==> config.mk <==
export PLATFORM = sky130hd
export DESIGN_NAME = cbus_clint
export DESIGN_NICKNAME = d
export VERILOG_FILES = /design/src/rtl/cbus_clint.sv
export SDC_FILE = /design/constraint.sdc
export NUM_CORES = 1
export LEC_CHECK = 0
export ABC_AREA = 1
export CAP_MARGIN = 10
export CORE_MARGIN = 8
export CORE_UTILIZATION = 35
export CTS_BUF_LIST = sky130_fd_sc_hd__clkbuf_8
export DETAILED_ROUTE_END_ITERATION = 16
export GPL_ROUTABILITY_DRIVEN = 0
export HOLD_SLACK_MARGIN = 0.03
export PLACE_DENSITY = 0.61
export SLEW_MARGIN = 15
export SYNTH_ARGS = -nofsm -noshare
export SYNTH_HDL_FRONTEND = slang
export SYNTH_SLANG_ARGS = --single-unit
==> constraint.sdc <==
create_clock -name clk -period 3.13 [get_ports clk]
set_clock_uncertainty 0.1 [all_clocks]
set_input_delay 0.626 -clock clk [delete_from_list [all_inputs] [get_ports clk]]
set_output_delay 0.626 -clock clk [all_outputs]
set_load 0.005 [all_outputs]
==> src/rtl/cbus_clint.sv <==
// cbus_clint: core-local interruptor on CBus.
// Holds msip, mtimecmp and a free-running mtime. Drives trint/swint to the core.
// Ports:
//   clk    system clock
//   reset  synchronous, active-high reset
//   creq   arbitrated CBus request (valid,is_write,size,addr,strobe,data,len)
//   cresp  CBus response (ready,last,data)
//   trint  registered timer interrupt: mtime >= mtimecmp (unsigned)
//   swint  registered software interrupt: msip[0]
// len encodes beats-1, so a single-beat access carries len=0.
package cbus_clint_pkg;
  typedef struct packed {
    logic        valid;
    logic        is_write;
    logic [2:0]  size;
    logic [63:0] addr;
    logic [7:0]  strobe;
    logic [63:0] data;
    logic [7:0]  len;
  } cbus_req_t;

  typedef struct packed {
    logic        ready;
    logic        last;
    logic [63:0] data;
  } cbus_resp_t;
endpackage

module cbus_clint
  import cbus_clint_pkg::*;
#(
  parameter logic [63:0] BASE     = 64'h0200_0000,
  parameter int unsigned TICK_DIV = 1
) (
  input  logic       clk,
  input  logic       reset,
  input  cbus_req_t  creq,
  output cbus_resp_t cresp,
  output logic       trint,
  output logic       swint
);
  localparam int unsigned  PW = (TICK_DIV > 1) ? $clog2(TICK_DIV) : 1;
  localparam logic [PW-1:0] PS_MAX = PW'(TICK_DIV - 1);
  localparam int unsigned  NUM_LANES = 8;

  localparam logic [15:0] OFF_MSIP     = 16'h0000;
  localparam logic [15:0] OFF_MTIMECMP = 16'h4000;
  localparam logic [15:0] OFF_MTIME    = 16'hBFF8;

  typedef enum logic {IDLE, RESP} state_t;

  state_t      state, state_nx;
  logic [15:0] off_q;
  logic        wr_q;
  logic [7:0]  len_q, beat;

  logic [PW-1:0] presc;
  logic          tick;
  logic [63:0]   mtime, mtimecmp, mtime_inc, mtime_nx, mtimecmp_nx, rdata;
  logic          msip, msip_nx;
  logic          wr_en, wr_msip, wr_cmp, wr_time;
  logic [63:0]   wmask;

  // Decode only looks at addr[15:0]; BASE and the remaining request bits are
  // carried here so the intent is explicit.
  logic unused_ok;
  assign unused_ok = ^{BASE, creq.size, creq.addr[63:16], creq.addr[2:0]};

  // Per-byte write mask from strobe.
  for (genvar i = 0; i < NUM_LANES; i++) begin : g_mask
    assign wmask[i*8 +: 8] = {8{creq.strobe[i]}};
  end

  always_comb begin
    rdata = '0;
    case (off_q)
      OFF_MSIP:     rdata = {63'b0, msip};
      OFF_MTIMECMP: rdata = mtimecmp;
      OFF_MTIME:    rdata = mtime;
      default:      rdata = '0;
    endcase
  end

  // FSM next-state and response.
  always_comb begin
    state_nx = state;
    cresp    = '0;
    wr_en    = 1'b0;
    case (state)
      IDLE: if (creq.valid) state_nx = RESP;
      RESP: begin
        cresp.ready = 1'b1;
        cresp.last  = (beat == len_q);
        cresp.data  = rdata;
        wr_en       = wr_q;
        if (cresp.last) state_nx = IDLE;
      end
      default: state_nx = IDLE;
    endcase
    // Reset silences the bus and suppresses the in-flight beat's write.
    if (reset) begin
      state_nx = IDLE;
      cresp    = '0;
      wr_en    = 1'b0;
    end
  end

  always_ff @(posedge clk) begin
    if (reset) begin
      state <= IDLE;
      off_q <= '0;
      wr_q  <= 1'b0;
      len_q <= '0;
      beat  <= '0;
    end else begin
      state <= state_nx;
      if (state == IDLE && creq.valid) begin
        off_q <= {creq.addr[15:3], 3'b000};
        wr_q  <= creq.is_write;
        len_q <= creq.len;
        beat  <= '0;
      end else if (state == RESP) begin
        beat <= beat + 8'd1;
      end
    end
  end

  // Timer and register updates.
  assign tick      = (presc == PS_MAX);
  assign mtime_inc = mtime + 64'(tick);
  assign wr_msip   = wr_en && (off_q == OFF_MSIP);
  assign wr_cmp    = wr_en && (off_q == OFF_MTIMECMP);
  assign wr_time   = wr_en && (off_q == OFF_MTIME);

  // A write to mtime on a tick cycle wins; unstrobed bytes still take the tick.
  assign mtime_nx    = wr_time ? ((creq.data & wmask) | (mtime_inc & ~wmask)) : mtime_inc;
  assign mtimecmp_nx = wr_cmp  ? ((creq.data & wmask) | (mtimecmp  & ~wmask)) : mtimecmp;
  assign msip_nx     = (wr_msip && creq.strobe[0]) ? creq.data[0] : msip;

  always_ff @(posedge clk) begin
    if (reset) begin
      presc    <= '0;
      mtime    <= '0;
      mtimecmp <= '1;
      msip     <= 1'b0;
      trint    <= 1'b0;
      swint    <= 1'b0;
    end else begin
      presc    <= tick ? '0 : presc + PW'(1);
      mtime    <= mtime_nx;
      mtimecmp <= mtimecmp_nx;
      msip     <= msip_nx;
      // Interrupts follow the post-update values, one cycle after commit.
      trint    <= (mtime_nx >= mtimecmp_nx);
      swint    <= msip_nx;
    end
  end
endmodule
==> impl_metrics.tcl <==
set metrics [dict create \
    run_status "complete, but fails checks" \
    violations "setup timing" \
    diodes 0 \
    clk_latency_ns 0.49 \
    regArea_mm2 0.00326 \
    synth.avg_cell_area_um2 6.04 \
    area_growth_pct 38.5 \
    maxSlewHeadroom_pct 44.7 \
    netlist_area_mm2 0.0117 \
    maxCapViolCount 0 \
    yosysMostFrequentCell "nand2_1" \
    crit_slowest_cell "dfxtp_1" \
    yosys.area.top_type_share_pct 27.6 \
    clkSlewWorstSetupHoldPaths_ns 0.13 \
    hold_viol 0 \
    cts_buffers 17 \
    viasPerCell 4.96 \
    clockBufferDepth 2 \
    overflow 0 \
    port_buffers 164 \
    syn_inst 1944 \
    async_flop_share_pct 0 \
    drcViolationCount 0 \
    crit_path_max_incr_delay_ns 0.36 \
    cts-htree-levels 4 \
    yosys-top-cells-count "nand2_1 (651), nor2_1 (226), inv_1 (217)" \
    synth_seq_cells 162 \
    synth_edf_count 0 \
    first_pass_iters 5 \
    path_cells "ha_1 > buf_4 > nand3_2 > buf_4 > nor2_1 > nand3_1 > nor2_1 > buf_4 > nand2_1 > nand3b_1 > nand2_1 > ha_1 > nand4_1 > nor2_2 > nand3_1 > nor2_1 > nor2_1 > nand2_1 > nand2_1 > a21oi_1" \
    criticalPathCategory "flop to flop" \
    yosysWarnings 0 \
    power_density_mw_per_mm2 268 \
    die_h_um 199 \
    power_uw 4350 \
    rows 67 \
    grt_max_degree 68 \
    io_pins 219 \
    coreArea_mm2 0.0333 \
    ys_seq_area_share_pct 27.6 \
    n_fill_cell 3449 \
    die_width_um 199 \
    ctsHoldBuffers 0 \
    cp-start-kind "flop" \
    vias 13700 \
    synth_fp_nets 2162 \
    synth_area_leader_cell "dfxtp_1" \
    synth_area_leaders "dfxtp_1 (28%), nand2_1 (21%), nor2_1 (7.2%)" \
    critical_path.max_fanout 4 \
    maxSlewViolCount 0 \
    drive_gt1_share_pct 16.7 \
    hp-class "flop to flop" \
    cp_data_required_time_ns 3.43 \
    p_leak_uw 0.00800 \
    ir_worst_vdd_v 0.000249 \
    num-nets-final 2515 \
    min_period_over_period_pct 104 \
    start_util_pct 35.3 \
    multi_input_area_mm2 0.00750 \
    drt_iter0_drc 868 \
    grt_antenna_before_repair 1 \
    wl_per_cell_um 15.9 \
    cts-root-buf "clkbuf_8" \
    grt_pass1_vias 13100 \
    track_usage_pct 20.8 \
    tightest_slew_ns 0.830 \
    cts_tree "done" \
    fin_hold_ws_ns 0.380 \
    postRouteAntennaNets 0 \
    grt_pass1_wl_um 65800 \
    dp_hpwl_um 32700 \
    setup_viol_count_final 1 \
    synth_top_flop_cell "dfxtp_1" \
    cp-end-kind "flop" \
    setup_slack_ns -0.116 \
    clock_sinks 162 \
    cp.arrival_ns 3.55 \
    rsz0062_at_grt "true" \
    synth_cell_type_count 43 \
    postRouteWirelength_um 43900 \
    fmax_mhz 308 \
    min_period_ns 3.25 \
    die_area_mm2 0.0396 \
]
-- flip-flops by register name (all words and copies together), names as in the netlist --
name and cells:
state 1, off_q 13, beat 8, mtime 64, trint 1, wr_q 1
mtimecmp 64, len_q 8, presc 1, msip 1
-- cells in the final DEF (no fill, tap or decap), types with 5 or more instances in the layout --
cell,count
clkbuf_2,12
clkdlybuf4s15_1,10
dfxtp_1,152
dlymetal6s2s_1,6
inv_1,213
clkdlybuf4s50_1,99
clkinv_8,8
clkbuf_16,5
ha_1,67
buf_12,12
nand4_1,28
nand2_1,646
nand3_1,76
o211ai_1,36
or2_2,11
dfxtp_2,10
nand3b_1,6
nor2_2,11
buf_2,5
o21ai_1,20
a21oi_1,130
a21oi_2,23
nor3_1,19
buf_4,212
inv_2,12
xor2_1,17
nand2_2,6
xnor2_1,18
o21ai_0,99
mux2i_1,9
nor2_1,220
nor2_4,8
clkbuf_8,17
dlygate4sd2_1,32
-- where the power goes --
group / internal, uW / switching [uW] / total, uW
sequential: 2100 / 29.2 / 2130
clock: 635 / 1080 / 1710
combinational: 242 / 263 / 506
-- through the flow --
stage / utilization (%) / setup TNS, ns / cell area, um^2 / cells / setup slack, ns
after floorplan: - / 0 / 11700 / 1944 / 0.330
after global placement: 46.1 / -0.333 / 15400 / 2704 / -0.333
after detailed placement: 46.1 / -0.378 / 15400 / 2704 / -0.378
after CTS: 47.8 / -1.14 / 15900 / 2741 / -0.200
after global routing: 48.8 / -1.91 / 16200 / 2758 / -0.331
final: 48.8 / -0.116 / 16200 / 2758 / -0.116
-- worst paths after layout --
kind,startpoint,endpoint,slack (ns),depth (start not counted)
max,mtime[0]$_SDFF_PP0_,trint$_SDFF_PP0_,-0.12,20
min,len_q[7]$_SDFFE_PP0P_,len_q[7]$_SDFFE_PP0P_,0.38,2
max reg2reg,mtime[0]$_SDFF_PP0_,trint$_SDFF_PP0_,-0.12,20
min reg2reg,len_q[7]$_SDFFE_PP0P_,len_q[7]$_SDFFE_PP0P_,0.38,2
-- critical path: cells and delay by family (launching register included) --
family / cells / cell delay, ns
AND/OR/NAND/NOR: 14 / 1.67
flip-flops: 1 / 0.36
adder cells (fa/ha/maj): 2 / 0.47
AO/OA/AOI/OAI: 1 / 0.13
buffers and inverters: 3 / 0.44
-- metal layers --
metal / vias up / GRT usage, % / wire length [um]
met1: 6267 / 26.1 / 19300
li1: 6917 / - / -
met5: - / 0 / 13
met4: 2 / 5.71 / 1090
met3: 77 / 4.41 / 3050
met2: 414 / 35.5 / 20400
-- timing repair --
item,in CTS,in global routing
endpoints found under the setup margin,65,22
buffers inserted,3,12
pin swaps,2,6
cloned,2,5
gates resized for setup,82,101
-- cell type report --
cell class,instances,area share (%)
multi-input combinational,1487,46.2
inverter,229,5.37
timing repair buffer,400,22.3
tap,448,3.45
sequential,162,20.0
clock inverter,15,1.29
clock buffer,17,1.44
-- kinds of logic after synthesis --
logic type | share of synthesized area, %
buffers and inverters | 9.99
other | 0.0320
XOR/XNOR | 2.61
adder cells (fa/ha/maj) | 7.15
AO/OA/AOI/OAI | 14.5
AND/OR/NAND/NOR | 37.3
multiplexers | 0.768
flip-flops | 27.6
No activity file was read; power rests on OpenSTA's default activity.
